===== src/rtl/led_meter_pkg.sv =====
// Shared constants, peak FSM state type and the level-to-bar mapping for the
// LED bar meter.
package led_meter_pkg;

    localparam int LED_N = 6;
    localparam int CNT_W = 24;

    // Bar thresholds, index 0 = lowest LED: {4,12,22,32,44,56}.
    localparam logic [LED_N-1:0][5:0] THRESH = {6'd56, 6'd44, 6'd32, 6'd22, 6'd12, 6'd4};

    typedef enum logic [1:0] {
        IDLE  = 2'd0,
        HOLD  = 2'd1,
        DECAY = 2'd2
    } peak_state_t;

    // Number of thresholds the level reaches, 0..6.
    function automatic logic [2:0] level_to_bar(input logic [5:0] level);
        logic [2:0] n;
        n = 3'd0;
        for (int k = 0; k < LED_N; k++) begin
            if (level >= THRESH[k]) begin
                n = n + 3'd1;
            end
        end
        return n;
    endfunction

endpackage


===== src/rtl/led_pwm_gen.sv =====
// Free-running PWM counter and duty compare for the bar LEDs.
// brightness_i is compared live; all-ones forces the output permanently on.
module led_pwm_gen #(
    parameter int PWM_BITS = 4
) (
    input  logic                clk_i,
    input  logic                rst_i,
    input  logic [PWM_BITS-1:0] brightness_i,
    output logic                pwm_on_o
);

    logic [PWM_BITS-1:0] r_cnt;

    // Counter increments every clock and wraps naturally.
    always_ff @(posedge clk_i) begin
        if (rst_i) begin
            r_cnt <= '0;
        end else begin
            r_cnt <= r_cnt + PWM_BITS'(1);
        end
    end

    assign pwm_on_o = (&brightness_i) || (r_cnt < brightness_i);

endmodule


===== src/rtl/led_bar_meter6.sv =====
// 6-LED bar graph meter for the 6-bit activity envelope level, with an
// optional peak-hold dot that holds and then decays one LED per step.
// Optional feature macro: LED_BAR_PEAK_HOLD_EN (peak FSM, counters, peak dot).
// Without it the peak logic is absent and peak_idx_o is tied to zero.
//
// Input handshake: level_valid_i is a single-cycle strobe with no back-pressure;
// level6_i is sampled on every clock edge where level_valid_i is high and
// ignored otherwise. The bar is held between strobes.
module led_bar_meter6
    import led_meter_pkg::*;
#(
    parameter logic [23:0] HOLD_CYCLES  = 24'd12_000_000,
    parameter logic [23:0] DECAY_CYCLES = 24'd3_000_000,
    parameter int          PWM_BITS     = 4
) (
    input  logic                clk_i,
    input  logic                rst_i,
    input  logic                level_valid_i,
    input  logic [5:0]          level6_i,
    input  logic [PWM_BITS-1:0] brightness_i,
    output logic [5:0]          led_o,
    output logic [2:0]          peak_idx_o
);

    logic [2:0]       w_new_bar;
    logic [2:0]       r_bar;
    logic             w_pwm_on;
    logic [LED_N-1:0] w_bar_mask;
    logic [LED_N-1:0] w_peak_mask;
    logic [LED_N-1:0] r_led;

    assign w_new_bar = level_to_bar(level6_i);

    led_pwm_gen #(
        .PWM_BITS(PWM_BITS)
    ) u_pwm (
        .clk_i       (clk_i),
        .rst_i       (rst_i),
        .brightness_i(brightness_i),
        .pwm_on_o    (w_pwm_on)
    );

    // Hold zero-length hold/decay periods out: the reload value would underflow.
    always_ff @(posedge clk_i) begin
        assert (HOLD_CYCLES != 24'd0 && DECAY_CYCLES != 24'd0);
    end

    // Bar height register, updated only on a level strobe.
    always_ff @(posedge clk_i) begin
        if (rst_i) begin
            r_bar <= 3'd0;
        end else if (level_valid_i) begin
            r_bar <= w_new_bar;
        end
    end

    // Dimmed bar mask: LED k is in the bar when k < bar height.
    always_comb begin
        w_bar_mask = '0;
        for (int k = 0; k < LED_N; k++) begin
            w_bar_mask[k] = (3'(k) < r_bar) && w_pwm_on;
        end
    end

`ifdef LED_BAR_PEAK_HOLD_EN
    peak_state_t      r_state;
    logic [2:0]       r_peak;
    logic [CNT_W-1:0] r_cnt;
    logic [2:0]       r_peak_idx;
    logic             w_capture;

    // A new bar at or above the current peak restarts the hold; it wins over
    // any expiry or decrement happening in the same cycle.
    assign w_capture = level_valid_i && (w_new_bar != 3'd0) && (w_new_bar >= r_peak);

    // Peak FSM: capture -> HOLD -> DECAY (one LED per step) -> IDLE.
    always_ff @(posedge clk_i) begin
        if (rst_i) begin
            r_state <= IDLE;
            r_peak  <= 3'd0;
            r_cnt   <= '0;
        end else if (w_capture) begin
            r_state <= HOLD;
            r_peak  <= w_new_bar;
            r_cnt   <= HOLD_CYCLES - 24'd1;
        end else begin
            case (r_state)
                IDLE: begin
                    r_peak <= 3'd0;
                    r_cnt  <= '0;
                end
                HOLD: begin
                    if (r_cnt == '0) begin
                        r_state <= DECAY;
                        r_cnt   <= DECAY_CYCLES - 24'd1;
                    end else begin
                        r_cnt <= r_cnt - 24'd1;
                    end
                end
                DECAY: begin
                    if (r_cnt == '0) begin
                        if (r_peak <= 3'd1) begin
                            r_state <= IDLE;
                            r_peak  <= 3'd0;
                            r_cnt   <= '0;
                        end else begin
                            r_peak <= r_peak - 3'd1;
                            r_cnt  <= DECAY_CYCLES - 24'd1;
                        end
                    end else begin
                        r_cnt <= r_cnt - 24'd1;
                    end
                end
                default: begin
                    r_state <= IDLE;
                    r_peak  <= 3'd0;
                    r_cnt   <= '0;
                end
            endcase
        end
    end

    // Peak dot: one full-brightness LED at position peak-1.
    always_comb begin
        w_peak_mask = '0;
        for (int k = 0; k < LED_N; k++) begin
            w_peak_mask[k] = (r_peak == 3'(k + 1));
        end
    end

    // Peak index output, registered alongside the LED drive.
    always_ff @(posedge clk_i) begin
        if (rst_i) begin
            r_peak_idx <= 3'd0;
        end else begin
            r_peak_idx <= r_peak;
        end
    end

    assign peak_idx_o = r_peak_idx;
`else
    assign w_peak_mask = '0;
    assign peak_idx_o  = 3'd0;
`endif

    // Registered LED drive: dimmed bar plus peak dot.
    always_ff @(posedge clk_i) begin
        if (rst_i) begin
            r_led <= '0;
        end else begin
            r_led <= w_bar_mask | w_peak_mask;
        end
    end

    assign led_o = r_led;

endmodule

===== config.mk =====
export PLATFORM = sky130hd
export DESIGN_NAME = led_bar_meter6
export DESIGN_NICKNAME = d
export VERILOG_FILES = /design/src/rtl/led_meter_pkg.sv /design/src/rtl/led_pwm_gen.sv /design/src/rtl/led_bar_meter6.sv
export SDC_FILE = /design/constraint.sdc
export NUM_CORES = 1
export LEC_CHECK = 0
export CORE_MARGIN = 10
export CORE_UTILIZATION = 43
export DETAILED_ROUTE_END_ITERATION = 6
export PLACE_DENSITY = 0.8
export SETUP_SLACK_MARGIN = 0.05
export SYNTH_ARGS = -nofsm -noshare
export SYNTH_HDL_FRONTEND = slang
export SYNTH_SLANG_ARGS = --single-unit

===== constraint.sdc =====
create_clock -name clk_i -period 3.2 [get_ports clk_i]
set_input_delay 0.64 -clock clk_i [delete_from_list [all_inputs] [get_ports clk_i]]
set_output_delay 0.64 -clock clk_i [all_outputs]
set_load 0.005 [all_outputs]

==> results of run 1 <==
==> metrics by stage <==
step	instance area [µm²]	hold slack, ps	std cells
global placement	1170	437	155
global route	1270	499	163
CTS	1250	475	164
detailed placement	1170	458	155
finish	1270	467	163
floorplan	905	426	102
==> layer usage <==
layer	vias up	wire length, µm
met4	0	7
li1	414	-
met3	2	140
met5	-	0
met2	25	1040
met1	357	769
==> cells by family (layout without fill, tap and decap cells) <==
kind of cell | count (synthesis) | in the layout
simple gates | 35 | 35
buf+inv | 15 | 49
flops | 13 | 13
mux | 2 | 2
fa+ha+maj | 10 | 10
other cells | 1 | 3
xor+xnor | 6 | 6
compound gates | 18 | 18
==> state kept, by name (all words and copies together) (netlist names) <==
name and cells:
led_o 6, r_bar 3, u_pwm.r_cnt 4
==> critical path: cells and delay by family <==
kind            cells  cell delay (ps)
mux                 2              340
simple gates        3              250
buf+inv             1              420
fa+ha+maj           2              500
compound gates      6             1100
==> synth_stat cells (2+ instances only) <==
cell type   n
a21o_1      3
a21oi_1     3
buf_4       3
buf_6       2
dfxtp_1    13
ha_1       10
inv_1       7
mux2i_1     2
nand2_1     7
nand3_1     4
nand4_1     2
nand4b_1    2
nor2_1     13
nor2b_1     2
nor3_1      2
o21ai_1     3
xnor2_1     2
xor2_1      3
==> repair_timing <==
action	CTS	global route
endpoints found under the setup margin	2	1
setup buffers	5	0
gates resized for setup	18	14
pin swaps	10	9
==> power groups by stage <==
stage,registers (mW),clock network (mW),logic (mW)
6_report,0.182,0.0934,0.138
5_1_grt,0.184,0.105,0.153
4_1_cts,0.182,0.0967,0.132
3_5_place_dp,0.186,0,0.125
3_3_place_gp,0.185,0,0.118
2_1_floorplan,0.185,0,0.0746
==> worst max-delay path by stage <==
| stage | depth (start not counted) | to | from | slack, ps |
|---|---|---|---|---|
| floorplan | 16 | r_bar[2]$_SDFFE_PP0P_ | level6_i[3] | 60 |
| global placement | 14 | r_bar[2]$_SDFFE_PP0P_ | level6_i[4] | -400 |
| detailed placement | 15 | r_bar[2]$_SDFFE_PP0P_ | level6_i[3] | -530 |
| CTS | 16 | r_bar[2]$_SDFFE_PP0P_ | level6_i[2] | -7 |
| global route | 15 | r_bar[2]$_SDFFE_PP0P_ | level6_i[4] | 2 |
| finish | 14 | r_bar[2]$_SDFFE_PP0P_ | level6_i[1] | 140 |
==> layout make-up <==
class                      count  area [µm²]  share of cell area
tap                           27        33.8              0.0267
sequential                    13         260               0.205
multi-input combinational     74         583               0.460
clock buffer                   4        26.3              0.0207
inverter                       8        30.0              0.0237
timing repair buffer          37         334               0.264
==> results.toml, run 1 <==
[setup_path]
worst_setup_path_start_kind = "primary input"
arrival_ps = 3230
r2r_cells = 5
slowest_delay_ps = 420
required_ps = 3370
cp_cell_sequence = "clkdlybuf4s50_1, a21o_1, nand2_2, mux2i_2, mux2i_1, ha_1, o211ai_1, o21ai_1, ha_2, nand2_2, nand3_2, a31o_1, a21o_1, a311oi_1"
cp_max_fo = 2
r2r_start = "u_pwm.r_cnt[1]$_SDFF_PP0_"
slowest_stage = "clkdlybuf4s50_1"
rr_endpoint = "led_o[4]$_SDFF_PP0_"
endpoint_kind = "flop"
rrSetupSlack_ps = 1880
crit_type = "in -> reg"

[power_and_ir_drop]
swShare = 0.274
internal-power_mw = 0.300
p_switching_mw = 0.113
pwr-share-clk = 0.226
powerDensity_nw_per_um2 = 326
power_mw = 0.413
seqPwrFrac = 0.441
vdd_drop_max_v = 0.000169
leakagePower_nw = 0.560
power_frac_comb = 0.333

[sta]
finalHoldViolations = 0
finalSetupViolations = 0
fin_crit_sh = 0.956
skew_ps = 7.88
fin_setup_tns_ps = 0
slew_violations = 0
layout_min_cycle_time_ps = 3060
fin_ws_ps = 141
rsz0062_at_grt = "true"
max_freq_mhz = 327

[global_route]
use_met2 = 0.185
gr-usage-met3 = 0.0326
grt_max_degree = 11
grt_pass1_wl_um = 3410
grt_usage = 0.0966
busiest_layer = "met2"
grt-ovfl-total = 0
grtUsageMet1 = 0.0922
grt_pass1_vias = 860
antenna_found_initial = 0

[hold_path]
worst_hold_path.num_cells = 1
hp-start = "u_pwm.r_cnt[0]$_SDFF_PP0_"
hold_path_end = "u_pwm.r_cnt[0]$_SDFF_PP0_"
hold_path.class = "reg -> reg"

[die]
start_util = 0.446
die_w_um = 64.9
core_area_um2 = 1940
ios = 22
die_h_um = 64.9
die-area_um2 = 4210
row_count = 16

[synthesis]
synth_top_family_by_area = "simple AND/OR/NAND/NOR gates"
syn_avg_cell_area_um2 = 8.66
synth_ff_type = "dfxtp_1"
ys_warn_count = 0
synth_mux_area_frac = 0.0231
async_flop_share = 0
synth_fa_ha_area_frac = 0.145
synth_seq_cells = 13
synth_compound_area_frac = 0.168
synth_area_um2 = 866
yosysUniqueCellTypes = 35
synthXorXnorAreaFrac = 0.0694
synth_cells = 100
yosysTopAreaCell = "dfxtp_1"
synthSimpleGateAreaFrac = 0.194
netlist.area_leader.share = 0.301
synth_area_leaders = "dfxtp_1 (30%), ha_1 (14%), nor2_1 (5.6%), inv_1 (3.0%), nand2_1 (3.0%)"
synth_edf_count = 0
seq_area_frac_synth = 0.301

[routing]
antenna_left = 0
vias_per_cell = 4.90
num_vias = 798
routed_wl_um = 1960
avgRoutedWirePerCell_um = 12.0
firstDrtPassIters = 4
drc = 0
drt_iter0_markers = 12

[clocking]
cts-buffers-inserted = 3
cts_tree = "built"
cts_sinks = 13
clkSlewWorstSetupHoldPaths_ps = 80
clk_latency_ps = 260
clk_path_buf_depth = 2
cts_hold_buf = 0
h-tree-depth = 1
cts_root_buf = "clkbuf_4"

[final_layout]
drive_gt1_frac = 0.309
layout.nets = 160
diodes = 0
post-route-util = 0.653
layout_common_cells = "buf_4 (17), nor2_1 (13), clkdlybuf4s50_1 (13), dfxtp_1 (13), ha_1 (7)"
layout_commonest_cell = "buf_4"
fill_cells = 181
synthToLayoutAreaGrowth_pct = 46.4

[placement]
io_buffers = 17
hpwl_um = 1660
gp_congestion = 0.782
pre_cts_slack_ps = -527

[run_status]
status = "completed"

[job]
maxCapViolations = 0
Power figures use the tool's default switching activity.
==> run 2, diff against run 1 <==
--- a/config.mk
+++ b/config.mk
@@ -5,7 +5,7 @@
 export SDC_FILE = /design/constraint.sdc
 export NUM_CORES = 1
 export LEC_CHECK = 0
-export CORE_MARGIN = 10
+export CORE_MARGIN = 2
 export CORE_UTILIZATION = 43
 export DETAILED_ROUTE_END_ITERATION = 6
 export PLACE_DENSITY = 0.8
==> run 2 against run 1 <==
  * Combinational power shrank 7%
  * Fmax grew 1.5%
  * Power shrank 1.5%
  * Clock skew shrank 6.6 ps
  * Register-to-register slack is essentially flat
  * Largest cell class unchanged
  * Highest routed layer is now met3
==> results.toml, run 2 (synthesis results as in run 1) <==
[global_route]
grt_pass1_wl_um = 2800
grt_pass1_vias = 731
grt_usage = 0.145
grt-ovfl-total = 0
grt_max_degree = 11
antenna_found_initial = 0

[power_and_ir_drop]
pwr-share-clk = 0.238
swShare = 0.275
power_frac_comb = 0.315
powerDensity_nw_per_um2 = 327
p_switching_mw = 0.112
vdd_drop_max_v = 0.000156
leakagePower_nw = 0.551
seqPwrFrac = 0.447
internal-power_mw = 0.295

[setup_path]
cp_max_fo = 3
slowest_delay_ps = 300
cp_cell_sequence = "buf_6, buf_6, nor4_4, buf_4, ha_4, xnor2_2, mux2i_1, ha_1, o211ai_1, o21ai_1, ha_2, nand2_2, nand3_2, a31o_1, a21o_1, a311oi_1"
worst_setup_path_start_kind = "primary input"
critPathLaunch = "level6_i[2]"
rrSetupSlack_ps = 1890
arrival_ps = 3190
slowest_stage = "ha_1"
r2r_start = "u_pwm.r_cnt[1]$_SDFF_PP0_"
endpoint_kind = "flop"
crit_path_frequent_cell = "buf_6"
crit_type = "in -> reg"
required_ps = 3380

[final_layout]
drive_gt1_frac = 0.294
largest_register_ffs = 6
layout_common_cells = "buf_4 (19), nor2_1 (13), clkdlybuf4s50_1 (13), dfxtp_1 (13), ha_1 (7)"
post-route-util = 0.648
instances_no_fill = 163
seq_area_um2 = 260
layout_commonest_cell = "buf_4"
synthToLayoutAreaGrowth_pct = 43.9
diodes = 0
fill_cells = 169
layout.nets = 160
multi_input_area_um2 = 581

[sta]
skew_ps = 1.23
fin_crit_sh = 0.941
finalSetupViolations = 0
max_freq_mhz = 332
rsz0062_at_grt = "true"
layout_min_cycle_time_ps = 3010
slew_violations = 0
finalHoldViolations = 0

[placement]
io_buffers = 17
hpwl_um = 1390
dp.cells = 154
gp_congestion = 0.801

[routing]
firstDrtPassIters = 4
antenna_left = 0
avgRoutedWirePerCell_um = 10.1
vias_per_cell = 4.72
num_vias = 770
drt_iter0_markers = 6
drc = 0
routed_wl_um = 1640

[die]
die_h_um = 48.9
die_w_um = 48.9
row_count = 16
die-area_um2 = 2390
start_util = 0.451
ios = 22
core_area_um2 = 1920

[job]
maxCapViolations = 0

[clocking]
h-tree-depth = 1
cts_tree = "built"
cts_sinks = 13
cts_root_buf = "clkbuf_4"
cts_hold_buf = 0
cts-buffers-inserted = 3
clk_latency_ps = 260
clkSlewWorstSetupHoldPaths_ps = 70
clk_path_buf_depth = 2

[run_status]
status = "completed"

[hold_path]
hold_path.class = "reg -> reg"
hp-start = "u_pwm.r_cnt[0]$_SDFF_PP0_"
[run 2: cell count changes in the layout (fill, tap and decap cells not counted)]
cell             change
buf_8                -1
buf_4                +2
buf_2                +1
clkdlybuf4s15_1      +1
nand2_2              -1
nand2_1              +1
buf_6                -3
[run 2: layer usage]
metal	wire length, µm	vias to the layer above	global-route usage
met1	655	341	0.158
met5	0	-	0
met3	69	0	0.0276
met4	0	0	0.0571
li1	-	411	-
met2	915	18	0.274
[run 2: worst max-delay path: cells and delay by family]
kind,cells,cell delay (ps)
mux,1,100
buf+inv,3,370
simple gates,3,430
fa+ha+maj,3,690
xor+xnor,1,150
compound gates,5,800
[run 2: path summary, 6_finish.rpt]
check / to / depth (start not counted)
max: r_bar[2]$_SDFFE_PP0P_ / 16
min: u_pwm.r_cnt[0]$_SDFF_PP0_ / 1
min reg2reg: u_pwm.r_cnt[0]$_SDFF_PP0_ / 1
max reg2reg: led_o[1]$_SDFF_PP0_ / 5
[run 2: power groups by stage]
stage | Combinational (mW) | Sequential [mW] | Clock, mW
final | 0.128 | 0.182 | 0.0967
after global routing | 0.142 | 0.185 | 0.110
after CTS | 0.129 | 0.182 | 0.101
after detailed placement | 0.121 | 0.186 | 0
after global placement | 0.116 | 0.185 | 0
after floorplan | 0.0746 | 0.185 | 0
[run 2: through the flow]
step | hold WS (ps) | setup TNS (ps) | cell area (µm²) | power, mW | setup slack (ps)
finish | 466 | 0 | 1250 | 0.407 | 187
global route | 496 | 0 | 1250 | 0.437 | 29.5
global placement | 438 | -646 | 1160 | 0.301 | -399
floorplan | 426 | 0 | 905 | 0.260 | 60.3
CTS | 472 | 0 | 1240 | 0.412 | 53.7
detailed placement | 453 | -786 | 1160 | 0.307 | -468
[run 2: final cells by class]
| class | instances | share of cell area |
|---|---|---|
| multi-input combinational | 74 | 0.466 |
| inverter | 8 | 0.0241 |
| sequential | 13 | 0.209 |
| clock buffer | 4 | 0.0211 |
| tap | 27 | 0.0271 |
| timing repair buffer | 37 | 0.253 |
[run 2: repair_timing]
action                     4_1_cts  5_1_grt
setup endpoints to repair        2        1
setup buffers                    4        1
gates resized for setup         18        4
gates cloned                     0        0
pin swaps                       10        9
